--- config.mk ---
export PLATFORM = sky130hd
export DESIGN_NAME = svo_ldi_pack
export DESIGN_NICKNAME = d
export VERILOG_FILES = /design/src/rtl/svo_ldi_pack.sv
export SDC_FILE = /design/constraint.sdc
export NUM_CORES = 1
export LEC_CHECK = 0
export ABC_AREA = 0
export CAP_MARGIN = 10
export CORE_MARGIN = 2
export CORE_UTILIZATION = 47
export CTS_CLUSTER_DIAMETER = 120
export DETAILED_ROUTE_END_ITERATION = 6
export PLACE_DENSITY = 0.84
export SYNTH_ARGS = -nofsm -noshare
export SYNTH_HDL_FRONTEND = slang
export SYNTH_SLANG_ARGS = --single-unit
--- constraint.sdc ---
create_clock -name clk -period 2.99 [get_ports clk]
set_clock_uncertainty 0.05 [all_clocks]
set_input_delay 0.4485 -clock clk [delete_from_list [all_inputs] [get_ports clk]]
set_output_delay 0.4485 -clock clk [all_outputs]
set_load 0.01 [all_outputs]
--- src/rtl/svo_ldi_pack.sv ---
// rtl/svo_ldi_pack.sv - OpenLDI pixel packer: dual-link split, VESA/JEIDA mapping, underflow fill, lock status
// Optional PRBS7 training pattern generator is built when SVO_LDI_PRBS_EN is defined.
module svo_ldi_pack #(
    parameter int NUM_LINKS  = 1,
    parameter int LANES      = 4,
    parameter int CHK_FRAMES = 16
) (
    input  logic                         clk,
    input  logic                         reset,
    input  logic                         mapping,
    input  logic                         train,
    input  logic                         in_axis_tvalid,
    output logic                         in_axis_tready,
    input  logic [23:0]                  in_axis_tdata,
    input  logic [3:0]                   in_axis_tuser,
    output logic                         out_valid,
    output logic [NUM_LINKS*LANES*7-1:0] out_lanes,
    output logic                         align_err,
    output logic [15:0]                  underflow_cnt,
    output logic                         locked
);
    localparam int LW = LANES * 7;
    localparam int OW = NUM_LINKS * LW;
    localparam int CW = $clog2(CHK_FRAMES + 1);

    typedef enum logic {EVEN = 1'b0, ODD = 1'b1} phase_t;

    phase_t          r_phase;
    logic            r_map;
    logic            r_hs;
    logic            r_vs;
    logic [LW-1:0]   r_held;
    logic [CW-1:0]   r_frames;

    logic            w_fs;
    logic            w_map;
    logic            w_hs;
    logic            w_vs;
    logic            w_de;
    logic            w_train;
    logic            w_err;
    logic            w_strobe;
    logic [23:0]     w_rgb;
    logic [27:0]     w_full;
    logic [LW-1:0]   w_word;
    logic [2*LW-1:0] w_cat;
    logic [OW-1:0]   w_data;
    logic [OW-1:0]   w_out;

    // Lane k sits at bits [k*7 +: 7]; each lane word is listed MSB (first transmitted) first.
    function automatic logic [27:0] pack_px(input logic [23:0] px, input logic de,
                                            input logic hs, input logic vs, input logic jeida);
        logic [7:0] r;
        logic [7:0] g;
        logic [7:0] b;
        r = px[7:0];
        g = px[15:8];
        b = px[23:16];
        if (jeida)
            return {1'b0, b[1:0], g[1:0], r[1:0], de, vs, hs, b[7:4],
                    b[3:2], g[7:3], g[2], r[7:2]};
        else
            return {1'b0, b[7:6], g[7:6], r[7:6], de, vs, hs, b[5:2],
                    b[1:0], g[5:1], g[0], r[5:0]};
    endfunction

    assign in_axis_tready = ~reset;
    assign w_fs   = in_axis_tvalid & in_axis_tuser[0];
    assign w_map  = w_fs ? mapping : r_map;
    assign w_hs   = in_axis_tvalid ? in_axis_tuser[1] : r_hs;
    assign w_vs   = in_axis_tvalid ? in_axis_tuser[2] : r_vs;
    assign w_de   = in_axis_tvalid & ~in_axis_tuser[3];
    assign w_rgb  = in_axis_tvalid ? in_axis_tdata : 24'd0;
    assign w_full = pack_px(w_rgb, w_de, w_hs, w_vs, (LANES == 3) ? 1'b1 : w_map);
    assign w_word = w_full[LW-1:0];
    // Held even pixel goes on link 0 (low bits); single link just takes the current word.
    assign w_cat  = {w_word, r_held};
    assign w_data = w_cat[2*LW-1 -: OW];

    assign w_strobe = (NUM_LINKS == 1) || (r_phase == ODD && !w_fs);
    assign w_err    = (!in_axis_tvalid && !w_train) ||
                      (NUM_LINKS == 2 && r_phase == ODD && w_fs);

`ifdef SVO_LDI_PRBS_EN
    logic [6:0] r_lfsr;
    logic [6:0] w_prbs_word;
    logic [6:0] w_lfsr_next;

    function automatic logic [13:0] prbs7_step(input logic [6:0] state);
        logic [6:0] s;
        logic [6:0] w;
        s = state;
        w = '0;
        for (int i = 0; i < 7; i++) begin
            w[6-i] = s[6] ^ s[5];
            s      = {s[5:0], w[6-i]};
        end
        return {w, s};
    endfunction

    assign {w_prbs_word, w_lfsr_next} = prbs7_step(r_lfsr);
    assign w_train = train;
    assign w_out   = w_train ? {(NUM_LINKS*LANES){w_prbs_word}} : w_data;

    always_ff @(posedge clk) begin
        if (reset || !train)
            r_lfsr <= 7'h7F;
        else if (w_strobe)
            r_lfsr <= w_lfsr_next;
    end
`else
    logic w_unused_train;
    assign w_unused_train = train;
    assign w_train        = 1'b0;
    assign w_out          = w_data;
`endif

    always_ff @(posedge clk) begin
        if (reset) begin
            r_phase       <= EVEN;
            r_map         <= 1'b0;
            r_hs          <= 1'b0;
            r_vs          <= 1'b0;
            r_held        <= '0;
            r_frames      <= '0;
            out_valid     <= 1'b0;
            out_lanes     <= '0;
            align_err     <= 1'b0;
            underflow_cnt <= 16'd0;
            locked        <= 1'b0;
        end else begin
            r_map     <= w_map;
            r_hs      <= w_hs;
            r_vs      <= w_vs;
            out_valid <= w_strobe;
            align_err <= 1'b0;
            if (w_strobe)
                out_lanes <= w_out;
            if (r_phase == EVEN || w_fs)
                r_held <= w_word;
            // A frame start in ODD drops the held pixel and becomes the new even pixel.
            if (NUM_LINKS == 2) begin
                if (r_phase == EVEN)
                    r_phase <= ODD;
                else if (w_fs)
                    align_err <= 1'b1;
                else
                    r_phase <= EVEN;
            end
            if (!in_axis_tvalid && !w_train && underflow_cnt != 16'hFFFF)
                underflow_cnt <= underflow_cnt + 16'd1;
            if (w_err || w_train) begin
                r_frames <= '0;
                locked   <= 1'b0;
            end else if (w_fs && r_frames != CW'(CHK_FRAMES)) begin
                r_frames <= r_frames + CW'(1);
                locked   <= ((r_frames + CW'(1)) == CW'(CHK_FRAMES));
            end
        end
    end
endmodule
==> impl_metrics.ini, run 1 <==
[min_path]
hold_path_class = flop to flop

[drt]
vias = 2017
drt-initial-drc-count = 166
number_of_remaining_drc_errors = 0
drt.antenna.violating_nets = 0
viasPerCell = 5.27
postRouteWirelength_mm = 5.06
drt-wirelength-per-cell_um = 13.2
drtPass1Iterations = 4

[global_route]
grt_overflow = 0
number_of_antenna_violations_at_the_first_check_in_global_routing = 0
grt_pass1_wl_mm = 8.11
grt_max_degree = 32
grt_usage = 0.196
grt_pass1_vias = 1764

[layout]
n_fill_cell = 350
post_layout_util = 0.687
antenna-diode-count = 0
layout-drive-gt1-share = 0.0483
final_nets = 367
area.growth.synth_to_final_pct = 38.9

[clock_network]
h-tree-depth = 2
ctsResizeCount = 0
worst_setup_hold_path_clk_slew_ns = 0.08
clk_latency_ns = 0.29
cts_buffers = 5
max-clock-path-buffers = 2
cts.sink_count = 51
cts.root.buffer_cell = sky130_fd_sc_hd__clkbuf_8
cts_tree = yes
hold_buffers = 0
post_cts_buffers = 0

[placed_design]
dp_hpwl_mm = 3.70
gp_congestion = 0.809
portBuffers = 77

[sta]
setup_viol_count_final = 0
final.setup.tns_ns = 0
report.final.slew_viol_count = 0
maxClockFrequency_mhz = 464
period_minus_slack_ns = 2.16
worst-slew-pin-transition_ns = 0.555
slew-limit-headroom = 0.627
finalHoldViolCount = 0
fin_crit_sh = 0.721
rsz0062_at_grt = false

[floorplan]
i_o_pin_total = 81
initial_utilization = 0.494
core_area_um2 = 4410
die_area_um2 = 5200
die-height_um = 72.1
fp.dieW_um = 72.1
rows = 24

[worst_setup_path]
critical_path.endpoint_type = output port
timing.critical_path.fanout_max = 7
critical_path_required_ns = 2.49
crit_path_cell_trace = clkdlybuf4s50_1, inv_1, clkdlybuf4s50_1
crit_path_top_delay_cell = sky130_fd_sc_hd__clkdlybuf4s50_1
path_common_cell = sky130_fd_sc_hd__clkdlybuf4s50_1
critPathTopFamily = buffers and inverters
crit_path_buf_inv_count = 3
critical_path_class = primary input to output port
setup.reg_to_reg.worst_slack_ns = 1.09
cp_data_arrival_time_ns = 1.66
worst_setup_path_start_kind = primary input
cpPeakStageDelay_ns = 0.58

[synth]
ys_top_cells_by_area = sky130_fd_sc_hd__dfxtp_1 (47%), sky130_fd_sc_hd__nand2_1 (9.6%), sky130_fd_sc_hd__a21oi_1 (8.7%)
synth_largest_type_area_fraction = 0.468
synth-seq-cells = 51
ys_async_sr_fraction = 0
ys_types = 40
synth_seq_area_share = 0.468
synthesis_warning_total = 0
syn_area_um2 = 2180
average_cell_area_after_synthesis_um2 = 8.46
synth_edf_count = 0
gate_count_post_synth = 258
ys_dominant_reg_cell = sky130_fd_sc_hd__dfxtp_1
yosys-top-cells-count = sky130_fd_sc_hd__nand2_1 (56), sky130_fd_sc_hd__dfxtp_1 (51), sky130_fd_sc_hd__a21oi_1 (38), sky130_fd_sc_hd__nor2_1 (16), sky130_fd_sc_hd__inv_1 (8)
synth_most_common_cell = sky130_fd_sc_hd__nand2_1
yosys.area.top_type = sky130_fd_sc_hd__dfxtp_1

[power_and_ir_drop]
power.share.combinational = 0.138
power.internal_uw = 961
leakage_uw = 0.00113
clockPowerShare = 0.298
power.total_uw = 1260
sw_frac_of_total = 0.236
peakVddDrop_mv = 0.299
power_density_nw_per_um2 = 415
power_switching_uw = 297
power.share.sequential = 0.564

[flow_run]
timing.max_cap.violations = 0

[run_status]
run_status = completed
-- registers in the layout, indices dropped and copies added (netlist names) --
register / count
out_lanes: 27
underflow_cnt: 16
r_frames: 5
locked: 1
out_valid: 1
r_map: 1
-- power groups by stage --
stage	Combinational (µW)	Sequential, µW	Clock [µW]
floorplan	69.0	735	0
global placement	171	726	0
detailed placement	174	726	0
CTS	175	710	384
global route	191	713	406
finish	174	710	375
-- layer usage --
layer,vias to the layer above,part of all wire,track usage
met5,-,0,0
met4,0,0.022,0.0776
met3,10,0.046,0.0417
met2,50,0.51,0.334
met1,917,0.42,0.241
li1,1040,-,-
-- cells in the final DEF (no fill, tap or decap), types with 3 or more instances in the layout --
cell | Yosys | routed
sky130_fd_sc_hd__o41ai_1 | 3 | 3
sky130_fd_sc_hd__nor2_1 | 16 | 16
sky130_fd_sc_hd__xnor2_1 | 3 | 3
sky130_fd_sc_hd__a21oi_1 | 38 | 38
sky130_fd_sc_hd__or4_1 | 6 | 6
sky130_fd_sc_hd__mux2i_1 | 5 | 4
sky130_fd_sc_hd__ha_1 | 4 | 4
sky130_fd_sc_hd__nor3_1 | 4 | 4
sky130_fd_sc_hd__clkbuf_8 | 1 | 5
sky130_fd_sc_hd__inv_1 | 8 | 8
sky130_fd_sc_hd__nand4_1 | 6 | 6
sky130_fd_sc_hd__or3_1 | 3 | 3
sky130_fd_sc_hd__buf_4 | 4 | 3
sky130_fd_sc_hd__nand2_1 | 56 | 56
sky130_fd_sc_hd__clkdlybuf4s50_1 | 0 | 77
sky130_fd_sc_hd__o21ai_0 | 4 | 4
sky130_fd_sc_hd__o31ai_1 | 6 | 6
sky130_fd_sc_hd__dfxtp_1 | 51 | 51
sky130_fd_sc_hd__nand3_1 | 7 | 7
-- tightest hold or removal path: cells and delay by family (launching register included) --
family,cells,cell delay (ns)
simple gates,1,0.06
compound gates,1,0.06
flops,1,0.32
-- metrics by stage --
stage	hold WS, ns	cells	instance area [µm²]	worst slack (ns)
4_1_cts	0.431	383	3030	0.826
5_1_grt	0.441	383	3030	0.675
3_3_place_gp	0.411	375	2950	0.584
6_report	0.431	383	3030	0.833
3_5_place_dp	0.418	375	2950	0.545
2_1_floorplan	0.412	259	2190	1.33
-- worst paths after layout --
check / start / to / depth (start not counted)
worst max-delay path: reset / in_axis_tready / 3
worst min-delay path: locked$_SDFFE_PP0P_ / locked$_SDFFE_PP0P_ / 2
worst max register to register: underflow_cnt[0]$_SDFFE_PP0P_ / underflow_cnt[8]$_SDFFE_PP0P_ / 5
worst min register to register: locked$_SDFFE_PP0P_ / locked$_SDFFE_PP0P_ / 2
-- final cells by class --
cell class	count	area, µm²	share of cell area
clock inverters	1	5.00	0.00165
clock buffers	7	76.3	0.0252
inverters	8	30.0	0.00991
multi-input cells	184	1040	0.343
well taps	52	65.1	0.0215
repair buffers	80	793	0.262
flip-flops and latches	51	1020	0.337
-- logic make-up (layout without fill, tap and decap cells) --
family          Yosys count  in the layout  synth area share
mux                       6              6            0.0281
compound gates           57             57             0.150
simple gates            110            110             0.250
fa+ha+maj                 4              4            0.0229
xor+xnor                  5              5            0.0201
buf+inv                  24             96            0.0591
flops                    51             51             0.468
other cells               1              2           0.00172
Note: power is estimated with default switching activity, not from simulation.
==> run 2, diff against run 1 <==
--- a/config.mk
+++ b/config.mk
@@ -8,10 +8,10 @@
 export ABC_AREA = 0
 export CAP_MARGIN = 10
 export CORE_MARGIN = 2
-export CORE_UTILIZATION = 47
+export CORE_UTILIZATION = 44
 export CTS_CLUSTER_DIAMETER = 120
 export DETAILED_ROUTE_END_ITERATION = 6
-export PLACE_DENSITY = 0.84
+export PLACE_DENSITY = 0.8
 export SYNTH_ARGS = -nofsm -noshare
 export SYNTH_HDL_FRONTEND = slang
 export SYNTH_SLANG_ARGS = --single-unit
==> constraint.sdc (replaced) <==
create_clock -name clk -period 2.2 [get_ports clk]
set_clock_uncertainty 0.05 [all_clocks]
set_input_delay 0.33 -clock clk [delete_from_list [all_inputs] [get_ports clk]]
set_output_delay 0.33 -clock clk [all_outputs]
set_load 0.01 [all_outputs]
==> run 2 against run 1 <==
  * Sequential power increased by 36%
  * Non-clock buffer count rose by 4
  * Flip-flop and latch count unchanged
  * First-iteration DRC count down 26%
  * Global-route usage down 0.095 points
  * Routed wire length rose by 6.0%
  * Sequential share of layout area fell by 0.76 points
  * Die area is 6.4% higher
  * Utilization fell by 3.4 points
  * Critical path depth is 2 higher
  * Clock power increased by 65%
==> impl_metrics.ini, run 2 (synthesis results as in run 1) <==
[drt]
drt-wirelength-per-cell_um = 13.4
viasPerCell = 5.14
drt.antenna.violating_nets = 0
postRouteWirelength_mm = 5.37
drt-initial-drc-count = 123
route.met2.wl_mm = 2.70
wl_met3_um = 258
number_of_remaining_drc_errors = 0
vias = 2063
wire_length_the_detailed_router_placed_on_met1_mm = 2.36
drtPass1Iterations = 5
highest-signal-layer = met4

[flow_run]
timing.max_cap.violations = 0

[worst_setup_path]
cp_data_arrival_time_ns = 2.10
worst_setup_path_start_kind = flop
critical_path_required_ns = 2.38
critical_path_class = flop to flop
critical_path.endpoint_type = flop
cpPeakStageDelay_ns = 0.49
crit_path_top_delay_cell = sky130_fd_sc_hd__or4_1
crit_path_cell_trace = ha_1, nor2b_1, nand4_1, or4_1, a21oi_1
timing.critical_path.fanout_max = 8
setup.reg_to_reg.worst_slack_ns = 0.28
worst-r2r-cell-count = 5

[sta]
worst-slew-pin-transition_ns = 0.579
period_minus_slack_ns = 1.92
setup_slack_ns = 0.276
fin_crit_sh = 0.874
report.final.slew_viol_count = 0
rsz0062_at_grt = false
final.setup.tns_ns = 0
finalHoldViolCount = 0
maxClockFrequency_mhz = 520
slew-limit-headroom = 0.610
setup_viol_count_final = 0

[clock_network]
cts_buffers = 5
cts.sink_count = 51
post_cts_buffers = 0
worst_setup_hold_path_clk_slew_ns = 0.09
clk_latency_ns = 0.30
h-tree-depth = 2
max-clock-path-buffers = 2
hold_buffers = 0
cts_tree = yes
cts.root.buffer_cell = sky130_fd_sc_hd__clkbuf_8
ctsResizeCount = 0

[global_route]
grt_usage = 0.195
grt_max_degree = 32
grt_pass1_wl_mm = 8.37
grt_pass1_vias = 1859
grt_overflow = 0
number_of_antenna_violations_at_the_first_check_in_global_routing = 0

[layout]
largest_reg_flops = 27
instances_no_fill = 401
regMostFlops = out_lanes
final_nets = 371
finished_cell_area_um2 = 3100
layout.cells.most_common_list = sky130_fd_sc_hd__clkdlybuf4s50_1 (77), sky130_fd_sc_hd__nand2_1 (56), sky130_fd_sc_hd__dfxtp_1 (51)
n_fill_cell = 422
top_regs = out_lanes: 27 flops, underflow_cnt: 16 flops, r_frames: 5 flops
antenna-diode-count = 0
regArea_um2 = 1020
area.growth.synth_to_final_pct = 42.1
commonest_non_fill_non_tap_cell_in_the_layout = sky130_fd_sc_hd__clkdlybuf4s50_1
multi_input_comb_area_um2 = 1040
layout-drive-gt1-share = 0.0599

[floorplan]
i_o_pin_total = 81
die_area_um2 = 5540
rows = 25
initial_utilization = 0.459
core_area_um2 = 4750
die-height_um = 74.4
fp.dieW_um = 74.4

[placed_design]
dp_hpwl_mm = 3.83
numPlacedInstances = 394
pre_cts_ws_ns = 0.0379
portBuffers = 77
gp_congestion = 0.784
detailed_place.area_um2 = 3000

[run_status]
run_status = completed

[power_and_ir_drop]
peakVddDrop_mv = 0.432
power_density_nw_per_um2 = 590
leakage_uw = 0.00116

[min_path]
min_delay_path_depth = 2
hold_path_class = flop to flop
## run 2: cell type report
class | instances | area share
inverter | 8 | 0.00969
clock buffer | 6 | 0.0234
timing repair buffer | 84 | 0.266
multi-input combinational | 184 | 0.335
clock inverter | 1 | 0.00969
tap | 67 | 0.0270
sequential | 51 | 0.329
## run 2: power breakdown
part           internal (µW)  switching [µW]
Sequential               953            13.5
Clock                    334             286
Combinational            135             108
## run 2: metrics by stage
| stage | util | hold slack, ns | total power (µW) |
|---|---|---|---|
| after global routing | 0.652 | 0.488 | 1910 |
| after floorplan | - | 0.352 | 1090 |
| after CTS | 0.652 | 0.435 | 1850 |
| after global placement | 0.631 | 0.417 | 1230 |
| final | 0.652 | 0.431 | 1830 |
| after detailed placement | 0.631 | 0.418 | 1230 |
## run 2: layer usage
metal  GRT usage  vias up
met1       0.244      952
met4      0.0714        0
met3      0.0542        6
li1            -     1045
met2       0.322       60
met5           0        -
## run 2: path summary, 6_finish.rpt
check                                startpoint                              to
setup / recovery  underflow_cnt[0]$_SDFFE_PP0P_  underflow_cnt[10]$_SDFFE_PP0P_
hold reg to reg             locked$_SDFFE_PP0P_             locked$_SDFFE_PP0P_
hold / removal              locked$_SDFFE_PP0P_             locked$_SDFFE_PP0P_
setup reg to reg  underflow_cnt[0]$_SDFFE_PP0P_  underflow_cnt[10]$_SDFFE_PP0P_
## run 2: worst max-delay path, delay by kind of cell, from the launching register on
kind	cells	cell delay (ns)
DFF	1	0.43
AOI/OAI and AO/OA	1	0.17
adders and majority gates	1	0.22
and+or+nand+nor	3	0.99
==> RTL change: new RTL, flow settings as in run 2 <==
`LANES`: 4 -> 3.
--- a/src/rtl/svo_ldi_pack.sv
+++ b/src/rtl/svo_ldi_pack.sv
@@ -2,7 +2,7 @@
 // Optional PRBS7 training pattern generator is built when SVO_LDI_PRBS_EN is defined.
 module svo_ldi_pack #(
     parameter int NUM_LINKS  = 1,
-    parameter int LANES      = 4,
+    parameter int LANES      = 3,
     parameter int CHK_FRAMES = 16
 ) (
     input  logic                         clk,
Interface: changed (resized out_lanes); port bits go from 81 to 74. The function was not compared with the original's and may differ.
==> RTL change against run 2 <==
  * Sequential cell count shrank 7
  * Area after synthesis shrank 18%
  * Design area is 18% lower
  * Routed wire length shrank 26%
  * Highest routed layer unchanged
  * Via count down 23%
  * Setup slack got worse by 0.055 ns
  * Total power decreased by 21%
==> RTL change: results (changes against run 2) <==
INFO  pwr            lkg_pwr=0.975nW [-16%]
INFO  drt            routedWlPerCell=13.0um [-2.5%]
INFO  worst_setup_path timing.rr.end=underflow_cnt[14]
INFO  placement      placedCellCount=297 [-25%]
INFO  drt            vias_after_detailed_routing=1591 [-23%]
INFO  pwr            switchingPower=0.313mW [-23%]
INFO  global_route   global_route.usage.met1=21.8% [-2.6 points]
INFO  placement      hpwlAfterDp=2.85mm [-25%]
INFO  layout         nNetsFinal=291 [-22%]
INFO  placement      placement.setup.worst_slack=0.199ns [+0.161 ns]
INFO  pwr            clock_power_share=32.1% [-1.8 points]
INFO  timing         hold_slack=0.437ns [+0.00536 ns]
INFO  outcome        outcome=completed
INFO  logic_synthesis top_area_cells_in_the_synthesized_netlist=sky130_fd_sc_hd__dfxtp_1 49%, sky130_fd_sc_hd__and3_1 7.4%, sky130_fd_sc_hd__a21oi_1 3.9%, sky130_fd_sc_hd__nor2_1 2.9%, sky130_fd_sc_hd__ha_1 2.8%
INFO  drt            wl_met1=1.85mm [-22%]
INFO  worst_setup_path crit_path_max_incr_delay=0.43ns [-0.06 ns]
INFO  worst_setup_path worst-path-max-fanout=7 [-1]
INFO  worst_setup_path cp-startpoint=underflow_cnt[1]
INFO  logic_synthesis post_synth_most_frequent_cells=44 x sky130_fd_sc_hd__dfxtp_1, 21 x sky130_fd_sc_hd__and3_1, 14 x sky130_fd_sc_hd__a21oi_1, 14 x sky130_fd_sc_hd__nor2_1, 12 x sky130_fd_sc_hd__nand2_1
INFO  timing         share_of_the_clock_period_used_by_the_worst_path=89.9% [+2.5 points]
INFO  worst_setup_path reg2reg_setup_slack=0.22ns [-0.05 ns]
INFO  layout         post_route_cells_drive_above_1_share=6.69% [+0.70 points]
INFO  drt            firstDrtPassIters=4 [-1]
INFO  layout         reg_top3=out_lanes x21, underflow_cnt x16, r_frames x5
INFO  placement      dpl-instance-area=2450um^2 [-18%]
INFO  pwr            irDropWorstVdd=0.349mV [-19%]
INFO  drt            routed-wl-met2=1.82mm [-33%]
INFO  layout         layout_cells_excl_fill=304 [-24%]
INFO  placement      finalWeightedCongestion=0.784 [about the same]
INFO  pwr            pwr.group.clock=0.462mW [-25%]
[RTL change: cell types whose count changed in the layout (fill, tap and decap cells not counted), sizes merged, moves of 3 or more]
cell,delta
and4,+5
nand4,-3
inv,-3
and3,+23
clkdlybuf4s50,-13
nand2,-44
mux2i,-3
dfxtp,-7
a21oi,-24
[RTL change: cell type report]
| class | count | area, um^2 | area share [%] |
|---|---|---|---|
| clock buffers | 6 | 72.6 | 2.87 |
| clock inverters | 1 | 5.00 | 0.198 |
| inverters | 5 | 18.8 | 0.741 |
| multi-input cells | 129 | 815 | 32.2 |
| flip-flops and latches | 44 | 881 | 34.8 |
| well taps | 50 | 62.6 | 2.47 |
| repair buffers | 69 | 678 | 26.8 |
[RTL change: cell families after synthesis]
family	after synthesis	synth area share, %
flops	44	49.3
compound gates	33	11.5
buf+inv	18	5.40
mux	2	1.12
xor+xnor	6	2.94
other cells	1	0.210
fa+ha+maj	4	2.80
simple gates	83	26.7
